===== src/rtl/return_stack_spec_if.sv =====
`default_nettype none
// ============================================================================
// Module   : return_stack_spec_if
// Brief    : Request/response bundle between the front end and the RAS.
// Revision : 1.0
// ============================================================================
interface return_stack_spec_if #(
    parameter int DEPTH = 8,
    parameter int WIDTH = 31
);
    localparam int c_ptr_w  = $clog2(DEPTH);
    localparam int c_cnt_w  = $clog2(DEPTH) + 1;
    localparam int c_ckpt_w = c_ptr_w + c_cnt_w + WIDTH;

    logic                IN_push;
    logic [WIDTH-1:0]    IN_pushData;
    logic                IN_pop;
    logic                IN_clear;
    logic                IN_recover;
    logic [c_ckpt_w-1:0] IN_recoverCkpt;
    logic                OUT_valid;
    logic [WIDTH-1:0]    OUT_data;
    logic [c_ckpt_w-1:0] OUT_ckpt;
    logic                OUT_underflow;

    modport master (
        output IN_push, IN_pushData, IN_pop, IN_clear, IN_recover, IN_recoverCkpt,
        input  OUT_valid, OUT_data, OUT_ckpt, OUT_underflow
    );

    modport slave (
        input  IN_push, IN_pushData, IN_pop, IN_clear, IN_recover, IN_recoverCkpt,
        output OUT_valid, OUT_data, OUT_ckpt, OUT_underflow
    );
endinterface
`default_nettype wire


===== src/rtl/return_stack_spec.sv =====
`default_nettype none
// ============================================================================
// Module   : return_stack_spec
// Brief    : Return-address stack with replace-top, wrap-on-overflow, clear
//            and checkpoint/recover for mispredict repair.
// Revision : 1.0
// ============================================================================
module return_stack_spec #(
    parameter int DEPTH = 8,
    parameter int WIDTH = 31
) (
    input  wire logic          clk,
    input  wire logic          rst,
    return_stack_spec_if.slave bus
);
    localparam int c_ptr_w  = $clog2(DEPTH);
    localparam int c_cnt_w  = $clog2(DEPTH) + 1;

    localparam logic [c_ptr_w-1:0] c_ptr_one  = c_ptr_w'(1);
    localparam logic [c_cnt_w-1:0] c_cnt_one  = c_cnt_w'(1);
    localparam logic [c_cnt_w-1:0] c_cnt_zero = '0;
    localparam logic [c_cnt_w-1:0] c_cnt_full = c_cnt_w'(DEPTH);

    logic [WIDTH-1:0]   r_stack_q [DEPTH];
    logic [c_ptr_w-1:0] r_ptr_q;
    logic [c_ptr_w-1:0] w_ptr_d;
    logic [c_cnt_w-1:0] r_cnt_q;
    logic [c_cnt_w-1:0] w_cnt_d;

    logic               w_wr_en;
    logic [c_ptr_w-1:0] w_wr_idx;
    logic [WIDTH-1:0]   w_wr_data;

    logic [c_ptr_w-1:0] w_top_idx;
    logic               w_empty;
    logic [c_ptr_w-1:0] w_rec_ptr;
    logic [c_cnt_w-1:0] w_rec_cnt;
    logic [WIDTH-1:0]   w_rec_data;

    assign {w_rec_ptr, w_rec_cnt, w_rec_data} = bus.IN_recoverCkpt;

    assign w_top_idx = r_ptr_q - c_ptr_one;
    assign w_empty   = (r_cnt_q == c_cnt_zero);

    always_comb begin
        w_ptr_d   = r_ptr_q;
        w_cnt_d   = r_cnt_q;
        w_wr_en   = 1'b0;
        w_wr_idx  = r_ptr_q;
        w_wr_data = bus.IN_pushData;

        if (bus.IN_recover) begin
            w_ptr_d = w_rec_ptr;
            w_cnt_d = w_rec_cnt;
            // Re-write the checkpointed top in case a wrong-path push clobbered it.
            if (w_rec_cnt != c_cnt_zero) begin
                w_wr_en   = 1'b1;
                w_wr_idx  = w_rec_ptr - c_ptr_one;
                w_wr_data = w_rec_data;
            end
        end else if (bus.IN_clear) begin
            w_ptr_d = '0;
            w_cnt_d = '0;
        end else if (bus.IN_push && bus.IN_pop && !w_empty) begin
            w_wr_en  = 1'b1;
            w_wr_idx = w_top_idx;
        end else if (bus.IN_push) begin
            // When full, the slot at ptr holds the oldest entry, which is overwritten.
            w_wr_en = 1'b1;
            w_ptr_d = r_ptr_q + c_ptr_one;
            if (r_cnt_q != c_cnt_full) begin
                w_cnt_d = r_cnt_q + c_cnt_one;
            end
        end else if (bus.IN_pop && !w_empty) begin
            w_ptr_d = r_ptr_q - c_ptr_one;
            w_cnt_d = r_cnt_q - c_cnt_one;
        end
    end

    always_ff @(posedge clk or posedge rst) begin
        if (rst) begin
            r_ptr_q <= '0;
            r_cnt_q <= '0;
        end else begin
            r_ptr_q <= w_ptr_d;
            r_cnt_q <= w_cnt_d;
        end
    end

    always_ff @(posedge clk) begin
        if (w_wr_en) begin
            r_stack_q[w_wr_idx] <= w_wr_data;
        end
    end

    assign bus.OUT_valid     = !w_empty;
    assign bus.OUT_data      = r_stack_q[w_top_idx];
    assign bus.OUT_ckpt      = {r_ptr_q, r_cnt_q, r_stack_q[w_top_idx]};
    assign bus.OUT_underflow = bus.IN_pop & ~bus.IN_push & w_empty
                             & ~bus.IN_recover & ~bus.IN_clear;
endmodule
`default_nettype wire


===== src/flat_wrapper.sv =====
// flat-port wrapper written by rule: the top's interface ports become plain ports
module return_stack_spec_flat 
#(
    parameter int DEPTH = 8,
    parameter int WIDTH = 31
)
  (clk, rst, bus_IN_push, bus_IN_pushData, bus_IN_pop, bus_IN_clear, bus_IN_recover, bus_IN_recoverCkpt, bus_OUT_valid, bus_OUT_data, bus_OUT_ckpt, bus_OUT_underflow);
  return_stack_spec_if #(.DEPTH(DEPTH), .WIDTH(WIDTH)) bus_i ();
  input  wire logic clk;
  input  wire logic rst;
  input wire logic [$bits(bus_i.IN_push)-1:0] bus_IN_push;
  input wire logic [$bits(bus_i.IN_pushData)-1:0] bus_IN_pushData;
  input wire logic [$bits(bus_i.IN_pop)-1:0] bus_IN_pop;
  input wire logic [$bits(bus_i.IN_clear)-1:0] bus_IN_clear;
  input wire logic [$bits(bus_i.IN_recover)-1:0] bus_IN_recover;
  input wire logic [$bits(bus_i.IN_recoverCkpt)-1:0] bus_IN_recoverCkpt;
  output wire logic [$bits(bus_i.OUT_valid)-1:0] bus_OUT_valid;
  output wire logic [$bits(bus_i.OUT_data)-1:0] bus_OUT_data;
  output wire logic [$bits(bus_i.OUT_ckpt)-1:0] bus_OUT_ckpt;
  output wire logic [$bits(bus_i.OUT_underflow)-1:0] bus_OUT_underflow;
  assign bus_i.IN_push = bus_IN_push;
  assign bus_i.IN_pushData = bus_IN_pushData;
  assign bus_i.IN_pop = bus_IN_pop;
  assign bus_i.IN_clear = bus_IN_clear;
  assign bus_i.IN_recover = bus_IN_recover;
  assign bus_i.IN_recoverCkpt = bus_IN_recoverCkpt;
  assign bus_OUT_valid = bus_i.OUT_valid;
  assign bus_OUT_data = bus_i.OUT_data;
  assign bus_OUT_ckpt = bus_i.OUT_ckpt;
  assign bus_OUT_underflow = bus_i.OUT_underflow;
  return_stack_spec #(.DEPTH(DEPTH), .WIDTH(WIDTH)) u_core (.clk(clk), .rst(rst), .bus(bus_i));
endmodule

===== config.mk =====
export PLATFORM = sky130hd
export DESIGN_NAME = return_stack_spec_flat
export DESIGN_NICKNAME = d
export VERILOG_FILES = /design/src/rtl/return_stack_spec_if.sv /design/src/rtl/return_stack_spec.sv /design/src/flat_wrapper.sv
export SDC_FILE = /design/constraint.sdc
export NUM_CORES = 1
export LEC_CHECK = 0
export BUFFER_PORTS_ARGS = -buffer_cell sky130_fd_sc_hd__buf_4
export CAP_MARGIN = 20
export CORE_MARGIN = 3
export CORE_UTILIZATION = 38
export DETAILED_ROUTE_END_ITERATION = 8
export GPL_ROUTABILITY_DRIVEN = 0
export PLACE_DENSITY = 0.61
export SLEW_MARGIN = 20
export SYNTH_ARGS = -nofsm -noshare
export SYNTH_HDL_FRONTEND = slang
export SYNTH_SLANG_ARGS = --single-unit

===== constraint.sdc =====
create_clock -name clk -period 12 [get_ports clk]
set_input_delay 3.6 -clock clk [delete_from_list [all_inputs] [get_ports clk]]
set_output_delay 3.6 -clock clk [all_outputs]
set_load 0.005 [all_outputs]

# == Yosys cells after proc, flatten, opt, wreduce, memory -nomap -nowiden ==
# Memories as Yosys holds them, arrays and structs flattened.
# Cells that the tools add are included.
# totals
inputBits,75
word_cells,51
mem_bits_rw,248
output_inout_bits,71
memories,1
register_bits,7
# op_classes
eq_ne,3
addsub,5
bitwise_logic,7
n_reduce_logical,9
mux,24
# mem_list
name,words,width,read_ports,rd_ports_with_merged_regs,write_ports,line,text
u_core.r_stack_q,8,31,1,0,1,return_stack_spec.sv:24,logic [WIDTH-1:0] r_stack_q [DEPTH];
# op_table
cell,n
$mux W31,2
$mux W3,9
$mux W4,6
$reduce_bool A4 Y1,2
$mux W1,7
$sub A3 B1 Y3 const B,2
$add A4 B1 Y4 const B,1
$and A1 B1 Y1,4
$logic_not A4 Y1,1
$ne A4 B1 Y1 const B,1
$ne A4 B4 Y1 const B,1
$sub A4 B1 Y4 const B,1
$add A3 B1 Y3 const B,1
$logic_and A1 B1 Y1,3
$ne A3 B3 Y1 const B,1
$not A1 Y1,3
$reduce_and A3 Y1,1
$reduce_and A2 Y1,1
$logic_not A1 Y1,1

# == Logic depth before layout (Yosys ltp) ==
# depth
ltp_word,8
ltp_mapped,8
ltp_nobuf,7

# == Worst setup path after synthesis ==
# OpenSTA, ideal clock, no wires.
# synth_path
path_kind,input -> output
from,input bus_IN_recover
to,output bus_OUT_underflow
n_path_buf,1
t_arrival_ps,4340
path_slack_ps,4060
t_required_ps,8400
cell_stages,3
cell_sequence,clkbuf_1 > or2_2 > nor4_1
# synth_via
elab_chain_len,3
# synth_rtl
item,line,text
start: declaration,flat_wrapper.sv:15,input wire logic [$bits(bus_i.IN_recover)-1:0] bus_IN_recover;
$not A1 Y1,return_stack_spec.sv:100,& ~bus.IN_recover & ~bus.IN_clear;
$and A1 B1 Y1 (2 in a row),return_stack_spec.sv:100,
end: declaration,flat_wrapper.sv:20,output wire logic [$bits(bus_i.OUT_underflow)-1:0] bus_OUT_underflow;
# No other way between the ends.

# == Worst setup path after layout ==
# Same ends and word-level chain as after synthesis.

==> results.yml <==
drt:
  vias_per_cell: 5.00
  drt-total-wl_um: 22400
  drc: 0
  vias: 5577
  wl_per_cell_um: 20.1
  antenna_left: 0
  first_pass_iters: 4
  drt-initial-drc-count: 509
logic_synthesis:
  yosysTopAreaCell: "edfxtp_1"
  synth_nets: 680
  synth-simple-area-share_pct: 5.41
  synth_compound_area_share_pct: 2.49
  synth_ff_type: "edfxtp_1"
  synth_top_family_by_area: "multiplexers"
  synth_edf_count: 248
  synthMuxAreaShare_pct: 16.3
  synthTopCellsByArea: "edfxtp_1, mux4_2, nand2_1"
  yosysTopAreaCellShare_pct: 69.2
  synthAdderAreaFrac_pct: 0.768
  synth_xor_area_share_pct: 0.407
  yosysSeqAreaShare_pct: 70.9
  async_reset_ff_share_pct: 2.75
  ys_types: 53
  avgSynthCellArea_um2: 18.0
  synth-seq-cells: 255
  netlist_area_um2: 10800
  syn_inst: 599
  yosys_warnings: 0
sta:
  setup_tns_ns: 0
  worst_slack_ns: 3.86
  setup_viol: 0
  worst_pin_slew_ns: 0.935
  finalHoldViolCount: 0
  fmax_mhz: 123
  rsz0062_at_grt: "false"
  finalClockSkew_ns: 0.00728
  fin_crit_sh_pct: 67.8
  report.final.slew_viol_count: 0
  finalCriticalPeriod_ns: 8.14
  slew_headroom_pct: 37.7
final_layout:
  regArea_um2: 7630
  mostFrequentLayoutCells: "edfxtp_1, buf_4, nand2_1"
  diodes: 0
  area_growth_pct: 21.4
  drive_above_1_share_pct: 42.1
  mostFrequentLayoutCell: "edfxtp_1"
  multi_input_area_um2: 2820
  final_nets: 806
  fillerInstances: 2312
clock_network:
  cts.path.max_buffers: 3
  holdBufCountCts: 0
  root_buffer: "clkbuf_16"
  h-tree-depth: 1
  cts.sinks: 255
  cts_resized: 0
  clk_pin_slew_ns: 0.06
  cts_tree: "done"
  numCtsBuffers: 26
  cts_setup_buffers: 0
  clkLatencyLatePin_ns: 0.51
floorplanning:
  die_height_um: 174
  initial_core_util_pct: 39.2
  core_um2: 27400
  die_w_um: 174
  num_rows: 60
  dieArea_um2: 30400
  num_io_pins: 146
pwr:
  ir_drop_mv: 0.102
  p_leak_nw: 4.62
  power.density_nw_per_um2: 179
global_route:
  grt_max_degree: 66
  antenna_found_initial: 0
  grt_pass1_wl_um: 34400
  grt_overflow_total: 0
  grt_usage_pct: 14.6
  grt_pass1_vias: 6049
worst_setup_path:
  cp-start-kind: "primary input"
  end_kind: "primary output"
  worst-setup-path-type: "primary input to primary output"
  cp.arrival_ns: 4.54
  path_max_fanout: 16
  crit_required_ns: 8.40
run_status:
  outcome: "completed"
run:
  drv_cap: 0
placed_design:
  dp_hpwl_um: 13200
  numPortBuffers: 145
  pre_cts_ws_ns: 3.86
hold_path:
  hp-class: "register to register"
final timing paths:
kind	start	slack [ns]	end	cells past startpoint
min reg2reg	u_core.r_cnt_q[2]$_DFFE_PP0P_	0.66	u_core.r_cnt_q[2]$_DFFE_PP0P_	2
max in group asynchronous	rst	8.69	u_core.r_ptr_q[0]$_DFFE_PP0P_	2
max reg2reg	u_core.r_ptr_q[0]$_DFFE_PP0P_	8.20	u_core.r_stack_q[0][22]$_DFFE_PP_	6
min in group asynchronous	rst	3.04	u_core.r_cnt_q[0]$_DFFE_PP0P_	2
min	u_core.r_cnt_q[2]$_DFFE_PP0P_	0.66	u_core.r_cnt_q[2]$_DFFE_PP0P_	2
max	bus_IN_recover	3.86	bus_OUT_underflow	4
routing by layer:
layer | vias to the layer above | part of all wire (%) | track usage (%)
met3 | 38 | 4.2 | 2.27
met2 | 140 | 51 | 25.4
li1 | 2567 | - | -
met5 | - | 0 | 0
met1 | 2832 | 43 | 19.2
met4 | 0 | 1.9 | 3.82
flip-flops by register name, summed over array words and instances (netlist names):
signal            cells
u_core.r_stack_q    248
u_core.r_cnt_q        4
u_core.r_ptr_q        3
cells in the mapped netlist, types with 2 or more instances:
cell and n:
edfxtp_1 248, clkbuf_1 17, mux4_2 62, xnor2_1 4
nand3_1 2, and3_1 2, nor3_1 3, nand2_1 108
o21ai_0 2, mux2_2 31, o211ai_1 4, a21oi_1 6
inv_1 13, buf_4 31, nor4_1 2, buf_2 8
ha_1 5, a221oi_1 2, nor2_1 9, dfrtp_1 7
critical path, cell delays in order:
cell	delay, ns
buf_4	0.17
or2_2	0.35
nor4_1	0.24
buf_4	0.17
cell type report:
cell class / instances / area share [%]
clock buffers: 31 / 5.29
clock inverters: 16 / 1.74
inverters: 13 / 0.374
multi-input cells: 273 / 21.6
flip-flops and latches: 255 / 58.4
well taps: 372 / 3.57
repair buffers: 156 / 8.97
kinds of logic (layout without fill, tap and decap cells):
group	after synthesis	after routing
compound gates	31	31
xor+xnor	5	5
fa+ha+maj	6	6
buf+inv	71	216
flops	255	255
mux	94	94
simple gates	137	137
through the flow:
step / util, % / cells / total power, W / hold WS [ns] / instance area, um^2
after floorplan: - / 599 / 0.00135 / 0.583 / 10800
after global placement: 44.3 / 1069 / 0.00151 / 0.619 / 12100
after detailed placement: 44.3 / 1069 / 0.00152 / 0.657 / 12100
after CTS: 47.6 / 1116 / 0.00237 / 0.665 / 13100
after global routing: 47.6 / 1116 / 0.00244 / 0.671 / 13100
final: 47.6 / 1116 / 0.00234 / 0.656 / 13100
where the power goes:
part | internal [W] | switching (W) | total (W) | leakage (nW)
Combinational | 0.000228 | 0.000206 | 0.000434 | 1.81
Clock | 0.000537 | 0.000313 | 0.000850 | 0.457
Sequential | 0.00104 | 0.0000201 | 0.00106 | 2.35
Total | 0.00180 | 0.000539 | 0.00234 | 4.62
Note: power is estimated with default switching activity, not from simulation.
